**config.mk**
```make
export PLATFORM = sky130hd
export DESIGN_NAME = sort_controller
export DESIGN_NICKNAME = d
export VERILOG_FILES = /design/src/rtl/sort_controller.sv
export SDC_FILE = /design/constraint.sdc
export NUM_CORES = 1
export LEC_CHECK = 0
export CAP_MARGIN = 20
export CORE_UTILIZATION = 63
export CTS_BUF_LIST = sky130_fd_sc_hd__clkbuf_16
export CTS_CLUSTER_SIZE = 12
export DETAILED_ROUTE_END_ITERATION = 7
export PLACE_DENSITY = 0.89
export SLEW_MARGIN = 20
export SYNTH_ARGS = -nofsm -noshare
export SYNTH_HDL_FRONTEND = slang
export SYNTH_SLANG_ARGS = --single-unit
```
**constraint.sdc**
```tcl
create_clock -name clk -period 5.5 [get_ports clk]
set_clock_uncertainty 0.05 [all_clocks]
set_input_delay 0.825 -clock clk [delete_from_list [all_inputs] [get_ports clk]]
set_output_delay 0.825 -clock clk [all_outputs]
set_load 0.005 [all_outputs]
```
**src/rtl/sort_controller.sv**
```systemverilog
// ----------------------------------------------------------------------------
// sort_controller
//   Loads a block of DEPTH unsigned N-bit words serially, bubble-sorts them in
//   place with a single shared comparator (one compare per clock), then
//   streams the words out in ascending order, one per clock.
//
//   Handshake rules:
//     start is sampled only while ready=1 (IDLE). din is written only on
//     cycles with din_valid=1 while loading. dout is valid on each cycle with
//     dout_valid=1; there is no backpressure. done pulses together with the
//     last dout_valid of a block.
//
// Ports
//   clk        in   1   rising-edge clock
//   rst        in   1   asynchronous, active-high reset
//   start      in   1   begin a block (IDLE only)
//   din_valid  in   1   din carries a word (LOAD only)
//   din        in   N   input word
//   ready      out  1   high while IDLE
//   busy       out  1   high in LOAD, SORT and OUT
//   dout_valid out  1   dout carries a sorted word
//   dout       out  N   sorted word, ascending unsigned
//   done       out  1   pulse with the last sorted word
//   swap_cnt   out  SW  swaps made in the current/last block
// ----------------------------------------------------------------------------

module comparator #(
    parameter int N = 16
) (
    input  logic [N-1:0] in1,
    input  logic [N-1:0] in2,
    output logic         lt
);
    assign lt = (in1 < in2);
endmodule

module sort_controller #(
    parameter int N     = 16,
    parameter int DEPTH = 8,
    localparam int CW   = $clog2(DEPTH),
    localparam int SW   = $clog2(DEPTH*(DEPTH-1)/2+1)
) (
    input  logic          clk,
    input  logic          rst,
    input  logic          start,
    input  logic          din_valid,
    input  logic [N-1:0]  din,
    output logic          ready,
    output logic          busy,
    output logic          dout_valid,
    output logic [N-1:0]  dout,
    output logic          done,
    output logic [SW-1:0] swap_cnt
);

    typedef enum logic [1:0] {
        S_IDLE = 2'd0,
        S_LOAD = 2'd1,
        S_SORT = 2'd2,
        S_OUT  = 2'd3
    } state_t;

    localparam logic [CW-1:0] LAST_IDX  = CW'(DEPTH - 1);
    localparam logic [CW-1:0] LAST_PASS = CW'(DEPTH - 2);

    state_t        state;
    state_t        state_nxt;

    logic [N-1:0]  mem [DEPTH];
    logic [CW-1:0] idx;      // load write pointer
    logic [CW-1:0] i;        // compare position within a pass
    logic [CW-1:0] p;        // pass number
    logic [CW-1:0] k;        // output read pointer
    logic          flag;     // a swap happened earlier in this pass

    logic [CW-1:0] i_p1;
    logic [N-1:0]  cmp_in1;
    logic [N-1:0]  cmp_in2;
    logic          lt;

    logic          load_last;
    logic          pass_end;
    logic          sort_exit;
    logic          out_last;

    assign i_p1    = i + CW'(1);
    assign cmp_in1 = mem[i_p1];
    assign cmp_in2 = mem[i];

    comparator #(.N(N)) u_cmp (
        .in1 (cmp_in1),
        .in2 (cmp_in2),
        .lt  (lt)
    );

    assign load_last = (state == S_LOAD) && din_valid && (idx == LAST_IDX);
    // Each pass shrinks by one: the largest remaining word has bubbled to the top.
    assign pass_end  = (i == (LAST_PASS - p));
    // A pass with no swaps (including this cycle's compare) means the block is sorted.
    assign sort_exit = pass_end && (!(flag || lt) || (p == LAST_PASS));
    assign out_last  = (state == S_OUT) && (k == LAST_IDX);

    assign ready = (state == S_IDLE);
    assign busy  = (state != S_IDLE);

    // Next-state logic
    always_comb begin
        state_nxt = state;
        case (state)
            S_IDLE: if (start)     state_nxt = S_LOAD;
            S_LOAD: if (load_last) state_nxt = S_SORT;
            S_SORT: if (sort_exit) state_nxt = S_OUT;
            S_OUT:  if (out_last)  state_nxt = S_IDLE;
            default:               state_nxt = S_IDLE;
        endcase
    end

    // State, counters and registered outputs
    always_ff @(posedge clk or posedge rst) begin
        if (rst) begin
            state      <= S_IDLE;
            idx        <= '0;
            i          <= '0;
            p          <= '0;
            k          <= '0;
            flag       <= 1'b0;
            swap_cnt   <= '0;
            dout       <= '0;
            dout_valid <= 1'b0;
            done       <= 1'b0;
        end else begin
            state      <= state_nxt;
            dout_valid <= 1'b0;
            done       <= 1'b0;
            case (state)
                S_IDLE: begin
                    if (start) begin
                        idx      <= '0;
                        swap_cnt <= '0;
                    end
                end
                S_LOAD: begin
                    if (din_valid) begin
                        if (idx == LAST_IDX) begin
                            i    <= '0;
                            p    <= '0;
                            flag <= 1'b0;
                        end else begin
                            idx <= idx + CW'(1);
                        end
                    end
                end
                S_SORT: begin
                    if (lt) swap_cnt <= swap_cnt + SW'(1);
                    if (pass_end) begin
                        if (sort_exit) begin
                            k <= '0;
                        end else begin
                            p    <= p + CW'(1);
                            i    <= '0;
                            flag <= 1'b0;
                        end
                    end else begin
                        i    <= i_p1;
                        flag <= flag | lt;
                    end
                end
                S_OUT: begin
                    dout       <= mem[k];
                    dout_valid <= 1'b1;
                    if (k == LAST_IDX) done <= 1'b1;
                    else               k    <= k + CW'(1);
                end
                default: ;
            endcase
        end
    end

    // Word storage: contents are don't-care after reset, so no reset here.
    always_ff @(posedge clk) begin
        if ((state == S_LOAD) && din_valid) begin
            mem[idx] <= din;
        end else if ((state == S_SORT) && lt) begin
            mem[i]    <= mem[i_p1];
            mem[i_p1] <= mem[i];
        end
    end

endmodule

```
[After elaboration in Yosys (flattened, before gate mapping)]
Memories as Yosys holds them, arrays and structs flattened. A register that Yosys moved wholly into a read port is not among the register bits.
Cells that the tools add are included.
W data, S select, Z words.
Storage, ports and cells
  bits in registers: 22
  bits in writable memories: 128
  output and inout bits: 25
  memories: 1
Memories
  mem: depth 8, width 16, rd ports 3, clocked after Yosys merged registers in 1, write ports 2, RTL line 69  | logic [N-1:0] mem [DEPTH];
Operators by class
  add/sub/neg operators: 6
  order comparisons: 1
  eq/ne operators: 19
  mux-type cells: 40
  bitwise operators: 1
  reductions and logical operators: 21
Operator list (count)
  $mux W3: 13
  $pmux W3 S2: 4
  $ne A2 B2 Y1 const B: 10
  $lt A16 B16 Y1: 1
  $mux W16: 1
  $reduce_and A4 Y1: 4
  $reduce_or A16 Y1: 1
  $mux W1: 13
  $add A3 B1 Y3 const B: 4
  $mux W5: 2
  $pmux W5 S2: 1
  $reduce_bool A2 Y1: 5
  $eq A3 B3 Y1 const B: 3
  $mux W2: 4
  $pmux W2 S4: 1
  $add A5 B1 Y5 const B: 1
  $logic_and A1 B1 Y1: 5
  $reduce_and A5 Y1: 1
  $eq A2 B2 Y1 const B: 2
  $eq A3 B3 Y1: 1
  $ne A3 B3 Y1 const B: 1
  $reduce_and A3 Y1: 1
  $sub A3 B3 Y3 const A: 1
  $eq A2 B1 Y1 const B: 1
  6 further kinds: 7

[Depth between registers and ports, before layout]
An unclocked memory read counts as a cell.
  depth in word-level cells: 10
  depth in mapped cells: 17

[Hierarchy]
From an unflattened synthesis, not the netlist that was laid out.
Unflattened totals
  cell total of the unflattened synthesis: 1033
  area total of the unflattened synthesis: 11695.0 µm²
By module, submodules not included
  sort_controller: instances 1, cells an instance 981, area each 11319.6 µm², seq. area each 4794.6 µm²
  comparator: instances 1, cells an instance 52, area each 375.4 µm², seq. area each 0.0 µm²

[Least setup slack after synthesis]
OpenSTA, ideal clock, no wires.
  kind: reg2reg
  start: register i[1]
  end: memory mem[3][0], enable pin
  setup time: 411 ps
  arrival: 4512 ps
  required time: 5039 ps
  slack: 527 ps
  stages on the path, launching flop included: 11
  path buffers: 2
  clock period less this slack: 4973 ps
  path through: dfrtp_1 > buf_2 > buf_2 > mux4_2 > mux2i_1 > ha_1 > a211o_1 > or3_4 > o21ai_2 > nand3_1 > o21ai_0
RTL lines
  from (decl): RTL line 71  | logic [CW-1:0] i;
  from (signal assigned): RTL line 164  | i <= i_p1;
  to (decl): RTL line 69

==> results.ini <==
[sta]
worst_slack_ns=0.394
fin_setup_tns_ns=0
finalHoldViolations=0
fmax_ghz=0.196
setup_violations=0
relSlewSlack_pct=43.1
finalCritPeriodShare_pct=92.8
slew_violations=0
worst_slew_pin_slew_ns=0.833
period_needed_ns=5.11
grt_setup_unrepaired=no

[synthesis]
synth_edf_count=128
postSynthCellCount=1049
yosys_warnings=0
synth_nets=1096
ys.flop_type=edfxtp_1
syn_area_per_cell_um2=11.6
synth.area.top_cells=edfxtp_1 32%, mux4_2 13%, mux2i_1 10%, mux2_2 8.1%, dfrtp_1 7.8%
netlist_area_mm2=0.0122
yosysUniqueCellTypes=57
synth_top_area_share_pct=31.6
synth-seq-area-share_pct=39.4
ys_ff_latch=166
yosys.area.top_type=edfxtp_1
async_reset_ff_share_pct=22.9

[floorplan]
coreArea_mm2=0.0188
die_width_um=141
io_pins=45
initial_utilization_pct=64.6
num_rows=50
dieArea_mm2=0.0199
die_h_um=141

[routing]
highest_layer=met4
met1_length_um=12300
dr.first_iter.drc_count=1450
wl_met3_um=4450
wl_per_cell_um=25.7
drtAntennaViolNets=0
vias_per_cell=7.18
dr_wl_met2_um=16000
vias=9788
drc=0
drt_pass1_iterations=6
wirelength_um=35000

[clocking]
cts_setup_buffers=0
clk_pin_slew_ns=0.06
cts_tree=built
clock-sinks=166
htree_levels=4
cts-hold-fix-buffers=0
insertion_delay_ns=0.45
cts_max_path_buffers=2
clockRootBuffer=clkbuf_16
cts_resized=0
cts_buffers=17

[final_layout]
nFillCells=1181
area_growth_pct=12.1
nNetsFinal=1137
final_util_pct=72.3
drive_gt1_share_pct=23.9
area.sequential_mm2=0.00480
multi_input_area_mm2=0.00693
num_antenna_cells=0
fin_cells=1363

[place]
dpl.hpwl_um=21800
gp_congestion=0.876
dp.cells=1331
post-place-ws_ns=0.668
numPortBuffers=44

[global_routing]
grt_pass1_wl_um=54000
track_usage_pct=36.5
grt_max_degree=102
grt_pass1_vias=9794
grt_overflow_total=0
antenna_found_initial=0

[status]
outcome=completed

[setup_path]
cp_top_family=compound AO/OA/AOI/OAI gates
crit_chain=buf_4 -> mux4_2 -> mux2i_1 -> ha_1 -> nand2_1 -> a2111oi_0 -> o211a_1 -> o21ai_2 -> and3_4 -> a32o_1 -> buf_4
path_max_fanout=40
endpoint_kind=flip-flop
worstPathRequired_ns=5.63
worst_path_max_delay_cell=a2111oi_0
crit_arrival_ns=5.24
cp_num_buf_inv=2
critPathLaunchType=flip-flop
critPathKind=reg -> reg
max_stage_delay_ns=0.72
cpMostUsedCell=buf_4

[worst_hold_path]
worst_hold_path_type=reg -> reg

[flow_run]
maxCapViolCount=0

[sequential cells by signal (all words and copies together), names as in the netlist]
| name | flops |
|---|---|
| mem | 128 |
| dout | 16 |
| swap_cnt | 5 |
| i | 3 |
| idx | 3 |
| k | 3 |
| p | 3 |
| state | 2 |
| done | 1 |
| dout_valid | 1 |
| flag | 1 |
[cell families (layout without fill, tap and decap cells)]
kind of cell	Yosys count	in the layout	synth area share [%]
and+or+nand+nor	222	222	7.52
muxes	324	324	35.4
xor gates and xnor gates	5	5	0.638
AOI/OAI and AO/OA	198	198	10.2
adders and majority gates	27	27	2.78
buffers and inverters	107	161	4.02
DFF	166	166	39.4
[worst reg2reg max path, delay by kind of cell, from the launching register on]
kind,cells,cell delay [ns]
adders and majority gates,1,0.33
and+or+nand+nor,2,0.30
DFF,1,0.37
buffers and inverters,2,0.98
AOI/OAI and AO/OA,4,1.62
muxes,2,1.22
[worst paths after layout]
path | to | slack [ns] | cells after the start | start
min in group asynchronous | dout[6]$_DFFE_PP0P_ | 0.75 | 3 | rst
worst max register to register | mem[2][7]$_DFFE_PP_ | 0.39 | 11 | i[1]$_DFFE_PP0P_
worst min-delay path | dout[0]$_DFFE_PP0P_ | 0.47 | 2 | dout[0]$_DFFE_PP0P_
worst max-delay path | mem[2][7]$_DFFE_PP_ | 0.39 | 11 | i[1]$_DFFE_PP0P_
max in group asynchronous | i[0]$_DFFE_PP0P_ | 4.26 | 3 | rst
worst min register to register | dout[0]$_DFFE_PP0P_ | 0.47 | 2 | dout[0]$_DFFE_PP0P_
[per-layer routing]
metal  GRT usage [%]  vias to the layer above
li1                -                     4130
met1            45.5                     4653
met2            57.3                      803
met3            8.49                      202
met4            23.9                        0
met5            1.50                        -
[synth_stat cells (8+ instances only)]
cell / n
mux2_2: 87
a21oi_1: 55
mux4_2: 71
o22a_1: 19
nand3_1: 12
inv_1: 29
edfxtp_1: 128
buf_2: 16
buf_1: 8
mux2i_1: 123
o21ai_0: 59
ha_1: 27
mux2_1: 42
nand2_1: 114
clkbuf_1: 40
nor2_1: 71
dfrtp_1: 38
a31oi_1: 23
[stage by stage]
| step | area [um2] | hold WS, ns |
|---|---|---|
| finish | 13600 | 0.473 |
| global route | 13600 | 0.491 |
| CTS | 13600 | 0.477 |
| detailed placement | 13100 | 0.462 |
| global placement | 13100 | 0.451 |
| floorplan | 12200 | 0.460 |
[final cells by class]
class | count | area share, %
inverter | 31 | 0.854
tap | 260 | 2.39
clock buffer | 18 | 3.31
clock inverter | 14 | 0.863
timing repair buffer | 98 | 6.48
sequential | 166 | 35.2
multi-input combinational | 776 | 50.9
[layout by cell type, fill, tap and decap left out, types with 4 or more instances in the layout]
| cell | n |
|---|---|
| a21oi_1 | 55 |
| a31oi_1 | 23 |
| buf_4 | 51 |
| clkbuf_16 | 18 |
| clkdlybuf4s50_1 | 44 |
| dfrtp_1 | 35 |
| edfxtp_1 | 128 |
| ha_1 | 27 |
| inv_1 | 34 |
| mux2_1 | 42 |
| mux2_2 | 87 |
| mux2i_1 | 123 |
| mux4_2 | 71 |
| nand2_1 | 114 |
| nand3_1 | 12 |
| nand4_1 | 4 |
| nor2_1 | 65 |
| nor2_2 | 6 |
| nor3_1 | 5 |
| o211ai_1 | 6 |
| o21ai_0 | 56 |
| o21ai_2 | 4 |
| o221ai_1 | 7 |
| o22a_1 | 19 |
| o311ai_0 | 4 |
Power is left out: the tool's default activity adds up to more than one toggle a clock period on the data nets, which glitch-free logic cannot reach.
